==> src/rtl/fetch_unit_pkg.sv <==
// Shared types and constants for the instruction-fetch stage.
package fetch_unit_pkg;

  localparam logic [31:0] NOP_INSTR    = 32'h0000_0013;  // addi x0,x0,0
  localparam int          CLOCK_PERIOD = 10;

  typedef struct packed {
    logic [31:0] instr;
    logic [31:0] pc;
  } fetch_entry_t;

endpackage

==> src/rtl/fetch_fifo.sv <==
// In-order instruction buffer between memory responses and decode.
module fetch_fifo
  import fetch_unit_pkg::*;
#(
  parameter int DEPTH = 3
) (
  input  logic                         clk,
  input  logic                         rst_n,
  input  logic                         push,
  input  logic                         pop,
  input  logic                         clear,
  input  fetch_entry_t                 din,
  output fetch_entry_t                 head,
  output logic [$clog2(DEPTH+1)-1:0]   count
);

  localparam int            CW   = $clog2(DEPTH + 1);
  localparam int            PW   = (DEPTH > 1) ? $clog2(DEPTH) : 1;
  localparam logic [CW-1:0] FULL = CW'(DEPTH);
  localparam logic [PW-1:0] LAST = PW'(DEPTH - 1);

  fetch_entry_t  mem [DEPTH];
  logic [PW-1:0] rd_ptr, wr_ptr;
  logic          do_push, do_pop;

  assign do_push = push && (count != FULL);
  assign do_pop  = pop && (count != '0);
  assign head    = mem[rd_ptr];

  // Pointers wrap at DEPTH, which need not be a power of two.
  function automatic logic [PW-1:0] bump(input logic [PW-1:0] p);
    return (p == LAST) ? '0 : p + 1'b1;
  endfunction

  always_ff @(posedge clk or negedge rst_n) begin
    if (!rst_n) begin
      rd_ptr <= '0;
      wr_ptr <= '0;
      count  <= '0;
      for (int i = 0; i < DEPTH; i++) mem[i] <= '0;
    end else if (clear) begin
      rd_ptr <= '0;
      wr_ptr <= '0;
      count  <= '0;
    end else begin
      if (do_push) begin
        mem[wr_ptr] <= din;
        wr_ptr      <= bump(wr_ptr);
      end
      if (do_pop) rd_ptr <= bump(rd_ptr);
      count <= count + CW'(do_push) - CW'(do_pop);
    end
  end

endmodule

==> src/rtl/fetch_unit.sv <==
// RV32i fetch stage: PC generation, req/gnt issue, in-order response
// buffering, and redirect handling with wrong-path response discard.
module fetch_unit
  import fetch_unit_pkg::*;
#(
  parameter logic [31:0] RESET_VECTOR = 32'h0000_0000,
  parameter int          FIFO_DEPTH   = 3,
  parameter int          MAX_INFLIGHT = 3
) (
  input  logic        CLK,
  input  logic        RSTN,
  input  logic        Stall_D,
  input  logic        Redirect_En,
  input  logic [31:0] Redirect_PC,
  output logic        IMEM_Req,
  output logic [31:0] IMEM_Addr,
  input  logic        IMEM_Gnt,
  input  logic        IMEM_RValid,
  input  logic [31:0] IMEM_RData,
  output logic [31:0] Instr_D,
  output logic [31:0] PC_D,
  output logic [31:0] PC_Plus_4_D,
  output logic        Valid_D
);

  // Headroom above MAX_INFLIGHT: old-stream requests still count as
  // in flight while a fresh stream is being issued after a redirect.
  localparam int CNT_W = $clog2(2 * MAX_INFLIGHT + 1);
  localparam int FC_W  = $clog2(FIFO_DEPTH + 1);
  localparam int SUM_W = ((CNT_W > FC_W) ? CNT_W : FC_W) + 1;

  logic [31:0]      pc_f, resp_pc, redirect_target;
  logic [CNT_W-1:0] inflight, discard;
  logic [FC_W-1:0]  fifo_count;
  logic [SUM_W-1:0] occupancy;
  fetch_entry_t     head, push_entry;
  logic             rsp, hs, push, pop;

  assign redirect_target = Redirect_PC & ~32'h3;

  // Slots already promised: buffered entries plus live (non-discarded) requests.
  assign occupancy = SUM_W'(fifo_count) + SUM_W'(inflight) - SUM_W'(discard);

  assign IMEM_Req  = RSTN && !Redirect_En && (occupancy < SUM_W'(FIFO_DEPTH));
  assign IMEM_Addr = pc_f;
  assign hs        = IMEM_Req && IMEM_Gnt;

  // A response with nothing outstanding is a protocol error and is ignored.
  assign rsp  = IMEM_RValid && (inflight != '0);
  assign push = rsp && (discard == '0) && !Redirect_En;
  assign pop  = Valid_D && !Stall_D && !Redirect_En;

  assign push_entry = '{instr: IMEM_RData, pc: resp_pc};

  always_ff @(posedge CLK or negedge RSTN) begin
    if (!RSTN) begin
      pc_f     <= RESET_VECTOR;
      resp_pc  <= RESET_VECTOR;
      inflight <= '0;
      discard  <= '0;
    end else begin
      inflight <= inflight + CNT_W'(hs) - CNT_W'(rsp);
      if (Redirect_En) begin
        pc_f    <= redirect_target;
        resp_pc <= redirect_target;
        discard <= inflight - CNT_W'(rsp);
      end else begin
        if (hs) pc_f <= pc_f + 32'd4;
        if (rsp && (discard != '0)) discard <= discard - 1'b1;
        if (push) resp_pc <= resp_pc + 32'd4;
      end
    end
  end

  fetch_fifo #(
    .DEPTH (FIFO_DEPTH)
  ) u_fifo (
    .clk   (CLK),
    .rst_n (RSTN),
    .push  (push),
    .pop   (pop),
    .clear (Redirect_En),
    .din   (push_entry),
    .head  (head),
    .count (fifo_count)
  );

  assign Valid_D     = (fifo_count != '0);
  assign Instr_D     = Valid_D ? head.instr : NOP_INSTR;
  assign PC_D        = Valid_D ? head.pc : 32'h0;
  assign PC_Plus_4_D = PC_D + 32'd4;

endmodule

==> config.mk <==
export PLATFORM = sky130hd
export DESIGN_NAME = fetch_unit
export DESIGN_NICKNAME = d
export VERILOG_FILES = /design/src/rtl/fetch_unit_pkg.sv /design/src/rtl/fetch_fifo.sv /design/src/rtl/fetch_unit.sv
export SDC_FILE = /design/constraint.sdc
export NUM_CORES = 1
export LEC_CHECK = 0
export ABC_AREA = 1
export BUFFER_PORTS_ARGS = -buffer_cell sky130_fd_sc_hd__buf_4
export CAP_MARGIN = 20
export CORE_ASPECT_RATIO = 1.5
export CORE_UTILIZATION = 38
export DETAILED_ROUTE_END_ITERATION = 8
export HOLD_SLACK_MARGIN = 0.05
export SETUP_SLACK_MARGIN = 0.4
export SYNTH_ARGS = -nofsm -noshare
export SYNTH_HDL_FRONTEND = slang
export SYNTH_SLANG_ARGS = --single-unit
==> constraint.sdc <==
create_clock -name CLK -period 8.6 [get_ports CLK]
set_input_delay 1.72 -clock CLK [delete_from_list [all_inputs] [get_ports CLK]]
set_output_delay 1.72 -clock CLK [all_outputs]
set_load 0.05 [all_outputs]
Word level (Yosys, flattened, before mapping):

Cells that the tools add are included.

* bits of input ports: 70
* ROM bits: 0
* memory bits (writable): 0
* register bits: 268
* memories kept: 0
* output and inout bits: 130
* latch bits: 0

* shift-type cells: 0
* equality and inequality tests: 3
* divide/modulo/power cells: 0
* $add $sub $neg: 13
* reduce and logical (&&, ||, !) cells: 24
* muxes and demuxes: 21
* bitwise operators: 3
* multipliers: 0
* $lt $le $gt $ge: 4

Operators by type and width (number)
* $bwmux 192: 1
* $mux 32: 6
* $mux 64: 3
* $bmux 64 s2: 1
* $demux 64 s2: 1
* $add 32x3->32 const B: 3
* $mux 2: 7
* $logic_and 1x1->1: 12
* $reduce_bool 2->1: 6
* $ge 3x3->1 const B: 2
* $mux 3: 2
* $not 2->3: 2
* $reduce_bool 3->1: 2
* $sub 3x1->3: 2
* $add 2x1->2 const B: 2
* $add 2x3->4: 1
* $eq 2x2->1 const B: 2
* $lt 4x2->1 const B: 1
* $sub 4x3->4: 1
* $add 3x1->3: 1
* $logic_not 3->1: 1
* $lt 3x1->1 const B: 1
* $sub 3x1->3 const B: 1
* $add 2x1->2: 1
* other kinds (5): 6

Logic depth before layout (Yosys ltp):

Gate-level depths: netlist (run 1).

* depth after elaboration: 8
* mapped depth: 15
* depth with buffers taken out: 15

By module:

Synthesis (run 1) repeated with hierarchy kept, for this count alone.

* cells, all modules: 2223
* area, all modules: 15767.6 µm²

Modules (own cells, without submodules)
* fetch_fifo: cells each 1220, sequential area each 4954.8 µm², instances 1, area an instance 9636.7 µm²
* fetch_unit: cells each 1003, sequential area each 1651.6 µm², instances 1, area an instance 6130.9 µm²

Worst setup path before layout (run 1):

No wires, ideal clock.

* path type: reg-to-output
* start: register u_fifo.count[1]
* end: output port PC_Plus_4_D[12]
* required time: 6.880 ns
* path slack: 3.171 ns
* arrival: 3.709 ns
* cell stages (with the launch flop): 14
* path through: dfrtp_1 > nor2_1 > clkinv_1 > buf_2 > buf_2 > buf_1 > nand2_1 > inv_1 > ha_1 > nand2_1 > nor2_2 > nand2_1 > nor2_2 > xor2_1

* longest elaborated chain between the ends: 3

RTL lines
* start: declaration: line fetch_fifo.sv:14 `output logic [$clog2(DEPTH+1)-1:0] count`
* start signal: assignment: line fetch_fifo.sv:51 `count <= count + CW'(do_push) - CW'(do_pop);`
* $reduce_bool 2->1: line fetch_unit.sv:88 `assign Valid_D = (fifo_count != '0);`
* via Valid_D: line fetch_unit.sv:23 `output logic Valid_D`
* $mux 32: line fetch_unit.sv:90 `assign PC_D = Valid_D ? head.pc : 32'h0;`
* via PC_D[3]: line fetch_unit.sv:21 `output logic [31:0] PC_D,`
* $add 32x3->32: line fetch_unit.sv:91 `assign PC_Plus_4_D = PC_D + 32'd4;`
* end: declaration: line fetch_unit.sv:22 `output logic [31:0] PC_Plus_4_D,`

The timed path passes the listed nets, and every way through them passes these cells.

Worst setup path after layout (run 1):

* start: register u_fifo.count[1]
* end: output port PC_Plus_4_D[12]

* longest elaborated chain between the ends: 3

RTL lines (line)
* $reduce_bool 2->1: fetch_unit.sv:88
* $mux 32: fetch_unit.sv:90
* $add 32x3->32: fetch_unit.sv:91

Every way passes these cells.

==> results of run 1 <==
[cells in the final DEF (no fill, tap or decap), types with 7 or more instances in the layout]
master	synthesis	final
nand4_1	21	21
buf_4	15	201
clkbuf_16	0	28
xnor2_1	10	10
dfrtp_1	258	258
nor2_1	114	114
clkbuf_1	40	8
o21ai_2	8	8
xor2_1	38	38
clkbuf_8	0	7
o211ai_1	16	16
o21ai_1	152	152
ha_1	16	16
nand3_1	228	228
nor3_1	32	32
o21ai_0	52	52
a21oi_1	9	9
inv_1	202	202
nand2_1	675	675
[worst max-delay path, cell delays in order, from the launching register on]
cell     delay (ns)
dfrtp_1        0.44
nor2_1         0.11
inv_2          0.06
buf_4          0.66
nand2_1        0.36
inv_1          0.16
ha_1           0.29
nand2_1        0.10
nor2_2         0.21
nand2_1        0.23
nor2_2         0.37
xor2_1         0.22
buf_4          0.23
[final cells by class]
class,instances,area [µm²]
fill,3804,20100
multi-input combinational,1409,6600
inverter,210,788
clock inverter,9,88.8
sequential,258,6460
timing repair buffer,204,1580
clock buffer,43,827
tap,484,606
[metal layers]
metal	wire, µm	part of all wire	vias to the layer above	global-route usage
met2	20200	0.48	424	0.385
met4	1470	0.035	0	0.0858
met1	17700	0.42	6283	0.275
met5	0	0	-	0
met3	2310	0.055	82	0.0259
li1	-	-	6568	-
[power breakdown]
| part | switching (W) | internal [W] | leakage [nW] |
|---|---|---|---|
| logic | 0.00112 | 0.000529 | 4.80 |
| clock network | 0.000503 | 0.000692 | 0.442 |
| registers | 0.000233 | 0.00156 | 3.38 |
[cell families (layout without fill, tap and decap cells)]
family | after synthesis | in the layout | synth area share
and+or+nand+nor | 1087 | 1087 | 0.315
buffers and inverters | 304 | 466 | 0.0936
DFF | 258 | 258 | 0.449
AOI/OAI and AO/OA | 249 | 249 | 0.0943
xor gates and xnor gates | 48 | 48 | 0.0293
adders and majority gates | 19 | 19 | 0.0181
other | 1 | 6 | 0.000261
[stage by stage]
| step | instance area [µm²] | worst slack (ns) | power, W | hold WS, ns |
|---|---|---|---|---|
| after floorplan | 14400 | 3.17 | 0.00297 | 0.453 |
| after global placement | 16000 | 3.32 | 0.00341 | 0.465 |
| after detailed placement | 16000 | 3.33 | 0.00346 | 0.469 |
| after CTS | 16900 | 2.73 | 0.00467 | 0.484 |
| after global routing | 16900 | 2.44 | 0.00495 | 0.503 |
| final | 16900 | 2.76 | 0.00463 | 0.481 |
[final timing paths]
| path | startpoint | end | slack, ns | cells after the start |
|---|---|---|---|---|
| worst max-delay path | u_fifo.count[1] | PC_Plus_4_D[12] | 2.76 | 12 |
| worst min register to register | u_fifo.mem[110] | u_fifo.mem[110] | 0.48 | 2 |
| worst min-delay path | u_fifo.mem[110] | u_fifo.mem[110] | 0.48 | 2 |
| max in group asynchronous | RSTN | u_fifo.mem[150] | 5.56 | 5 |
| worst max register to register | inflight[1] | IMEM_Addr[27] | 4.97 | 12 |
| min in group asynchronous | RSTN | u_fifo.mem[115] | 1.18 | 1 |
[state kept, by name, summed over array words and instances, names as in the netlist]
name and cells:
resp_pc 30, u_fifo.wr_ptr 2, u_fifo.rd_ptr 2, u_fifo.mem 186, inflight 3, IMEM_Addr 30
discard 3, u_fifo.count 2
==> summary.txt, run 1 <==
Status
  – Outcome: finished, final reports clean

Finish
  – Post-route insts no fill: 2617
  – Layout cell share with drive strength beyond 1: 0.129
  – # nets final: 2200
  – Finished Core Util: 0.458
  – Area delta synth->final: 17.9%
  – N_diodes: 0

Critical path
  – CP arrival: 4.12 ns
  – CP required: 6.88 ns
  – CP Launch Type: flip-flop
  – Worst-path maximum fanout: 88
  – Setup CP Type: flip-flop to output port
  – Crit end category: output port

Clock network
  – TritonCTS clock tree: built
  – Cts bufs inserted: 28
  – Maximum clock path buffer count: 3
  – Reg clk slew, reported paths: 0.06 ns
  – Hold Buf Count CTS: 0
  – Buffer count from post-CTS setup fixing: 0
  – PostCTS Resize Cnt: 0
  – Worst skew pair latency: 0.56 ns
  – Clk root buf: clkbuf_16
  – CTS sink count: around 260
  – H-tree depth: 1

STA
  – Setup Skew: 0.00940 ns
  – Pins Over Slew Limit: 0
  – FMAX: 171 MHz
  – Tmin final: 5.84 ns
  – Slew margin rel.: 0.312
  – Setup TNS: 0 ns
  – Tcrit/Tclk final: 0.679
  – RSZ-0062 raised after global routing: false
  – Worst-Margin Slew: between 1 and 1.5 ns
  – Final Hold Fails: 0
  – Setup-failing EPs final: 0

Synth
  – Synth top area cells: dfrtp_1 45%, nand2_1 18%, nand3_1 7.9%, o21ai_1 5.3%, inv_1 5.3%
  – Syn Inst Count: 1966
  – Asr flop ratio synth: 1.00
  – Number of synthesized register bits: 258
  – Distinct cell type count after synthesis: 35
  – Commonest cells in the synthesized netlist: 675 x nand2_1, 258 x dfrtp_1, 228 x nand3_1, 202 x inv_1, 152 x o21ai_1
  – Post-synth EDFFs: 0
  – Ys flop type: dfrtp_1
  – Fraction of synthesized cell area taken by the top area cell type: 0.449
  – Most frequent cell after synthesis: nand2_1
  – Yosys warnings: 0
  – Avg Cell Area, Syn: 7.31 µm²
  – Largest area contributor in the netlist: dfrtp_1
  – Post-synthesis sequential area ratio: 0.449
  – Netlist Area Pre-Place: 14400 µm²

Route
  – Antenna Nets Post-Route: 0
  – Drt drc: 0
  – Via Count: ~13000
  – DRT iter0 DRCs: 990
  – Vias per cell: 5.10
  – WL per Instance: about 16 µm
  – Final wirelength: 41700 µm
  – Pre-Repair DR Iteration Count: 6

Power and ir drop
  – PwrDens: 273 nW/µm²
  – Peak supply drop: approximately 0.00016 V
  – P_leak: between 8 and 9 nW

Floorplan
  – DIE AREA: 38600 µm²
  – Initial Utilization: 0.388
  – Num ports: 200
  – Die H: 240 µm
  – Die X: 161 µm
  – Std cell rows: 86
  – Placeable Area: 37000 µm²

Global route
  – Initial antenna violation count: 0
  – Vias in the first global route: 13000
  – Largest net degree at the start of global routing: between 100 and 150
  – Overflow after GRT: 0
  – Tot GR Track Use: 0.219
  – First-pass GRT wire length: 68100 µm

Placement
  – DP Cell Count: 2563
  – Placer congestion estimate: 0.912
  – Post-DP HPWL: ~29000 µm
  – PortBufs: 191

Min path
  – Hold WC Path Type: flip-flop to flip-flop

Run
  – Max_cap viols: 0
Note: power is estimated with default switching activity, not from simulation.
==> inputs of run 2 (changes only) <==
- clock period: 8.6 -> 5.09 ns (I/O delays scaled with it)
==> run 2 against run 1 <==
  * Non-clock buffer count increased by 9
  * Worst hold slack got worse by 0.056 ns
  * Sequential share of layout area decreased by 0.11 points
  * Routed wire length increased by 1.1%
  * Die area unchanged
  * Sequential cell count unchanged
  * Register-to-register slack got worse by 3.5 ns
  * Via count decreased by 0.17%
  * Cell count increased by 0.19%
  * Clock skew increased by 0.0077 ns
  * Clock power increased by 74%
  * Cell area increased by 0.30%
  * Largest power group unchanged
  * Highest routed layer unchanged
==> summary.txt, run 2 (synthesized netlist as in run 1, its figures left out) <==
Status
  – Outcome: finished, final reports clean

Global route
  – Met1 Track Usage GR: 0.282
  – First-pass GRT wire length: 69000 µm
  – Vias in the first global route: 13100
  – Tot GR Track Use: 0.224
  – GR Util met3: 0.0219
  – Largest net degree at the start of global routing: a little under 100
  – Overflow after GRT: 0
  – Initial antenna violation count: 0
  – GR met2 Demand/Resource: 0.390
  – Most Crowded Layer GR: met2

Critical path
  – Crit end category: output port
  – CP arrival: 3.31 ns
  – CP Launch Type: flip-flop
  – Setup CP Type: flip-flop to output port
  – CP required: 4.07 ns
  – Worst-path maximum fanout: 12

Clock network
  – Buffer count from post-CTS setup fixing: 0
  – Cts bufs inserted: 27
  – H-tree depth: 1
  – TritonCTS clock tree: built
  – Maximum clock path buffer count: 3
  – Reg clk slew, reported paths: 0.06 ns
  – Clk root buf: clkbuf_16
  – CTS sink count: 258
  – Worst skew pair latency: 0.55 ns

Route
  – Antenna Nets Post-Route: 0
  – Via Count: 13300
  – WL per Instance: 16.1 µm
  – Pre-Repair DR Iteration Count: 6
  – Vias per cell: 5.09
  – Final wirelength: between 40000 and 50000 µm
  – Drt drc: 0
  – DRT iter0 DRCs: 1023

Finish
  – # nets final: 2208
  – N_diodes: 0
  – Commonest non-fill, non-tap cell in the layout: nand2_1
  – Number of flip-flops in the largest register: around 190
  – Commonest cells after routing, fill and taps aside: 675 x nand2_1, 258 x dfrtp_1, 228 x nand3_1
  – Post-route insts no fill: 2622
  – Reg with most FFs: u_fifo.mem
  – Layout cell share with drive strength beyond 1: 0.131
  – Area delta synth->final: 18.3%

Power and ir drop
  – P_leak: 8.65 nW
  – PwrDens: 467 nW/µm²
  – Peak supply drop: roughly 0.00023 V
  – Cell Int Power: about 0.0048 W
  – Switch Pwr: 0.00314 W
  – Reg power frac: 0.382
  – Sw Share: 0.396
  – Logic pwr share: 0.355
  – Clock power share: 0.263
  – Total power: just under 0.008 W

STA
  – FMAX: 231 MHz
  – Worst-Margin Slew: 1.08 ns
  – Setup-failing EPs final: 0
  – Tcrit/Tclk final: 0.850
  – Setup TNS: 0 ns
  – Setup Skew: 0.0171 ns
  – RSZ-0062 raised after global routing: false
  – Tmin final: 4.33 ns
  – Final Hold Fails: 0
  – Slew margin rel.: 0.278
  – Pins Over Slew Limit: 0

Placement
  – DP Cell Count: between 2000 and 3000
  – PortBufs: 191
  – Placer congestion estimate: just over 0.9
  – Post-DP HPWL: about 30000 µm

Run
  – Max_cap viols: 0

Floorplan
  – Placeable Area: 37000 µm²
  – Initial Utilization: 0.388
  – Num ports: 200
  – Die X: around 160 µm
  – Die H: 240 µm
  – DIE AREA: 38600 µm²
  – Std cell rows: 86

Min path
  – Hold WC Path Type: primary input to asynchronous set/reset pin
run 2: cell type report:
class	instances	area (µm²)
clock buffer	37	733
clock inverter	11	185
timing repair buffer	213	1610
fill	3824	20000
multi-input combinational	1409	6610
inverter	210	788
tap	484	606
sequential	258	6460
run 2: per-stage QoR:
step,util,instance area [µm²],hold slack [ns],setup slack [ns]
6_report,0.459,17000,0.425,0.762
5_1_grt,0.459,17000,0.467,0.512
4_1_cts,0.459,17000,0.442,0.538
3_5_place_dp,0.434,16100,0.469,1.13
3_3_place_gp,0.434,16100,0.465,1.14
2_1_floorplan,-,14400,0.453,0.435
run 2: path summary, 6_finish.rpt:
kind                              endpoint  cells past startpoint        startpoint  slack [ns]
min in group CLK           u_fifo.mem[111]                      2   u_fifo.mem[111]        0.48
max reg2reg                    inflight[2]                     14       inflight[1]        1.51
min                        u_fifo.mem[116]                      1              RSTN        0.43
max in group asynchronous  u_fifo.mem[173]                      3              RSTN        2.49
min reg2reg                u_fifo.mem[111]                      2   u_fifo.mem[111]        0.48
max                        PC_Plus_4_D[22]                     14  u_fifo.rd_ptr[1]        0.76
run 2: power by group through the flow:
stage / clock (W) / sequential [W] / combinational (W)
finish: 0.00209 / 0.00303 / 0.00281
global route: 0.00223 / 0.00310 / 0.00315
CTS: 0.00214 / 0.00302 / 0.00283
detailed placement: 0 / 0.00305 / 0.00282
global placement: 0 / 0.00304 / 0.00276
floorplan: 0 / 0.00315 / 0.00186
run 2: what timing repair did:
item,CTS,global route
setup endpoints to repair,0,2
hold buffers,0,0
resized for setup,0,3
run 2: layer usage:
| metal | vias to the layer above | part of all wire | routed length (µm) |
|---|---|---|---|
| met4 | 0 | 0.039 | 1660 |
| met1 | 6253 | 0.43 | 18000 |
| li1 | 6585 | - | - |
| met2 | 411 | 0.48 | 20500 |
| met5 | - | 0 | 0 |
| met3 | 85 | 0.049 | 2050 |
run 2: worst max-delay path, stage by stage, from the launching register on:
cell     delay [ns]
dfrtp_1        0.56
inv_2          0.27
nand3_1        0.11
nand3_1        0.19
nand2_1        0.07
inv_1          0.07
ha_1           0.27
nand2_1        0.10
nor2_2         0.19
nand2_1        0.24
nor2_4         0.28
nand3_1        0.10
nand2_1        0.07
nand2_1        0.05
buf_4          0.18
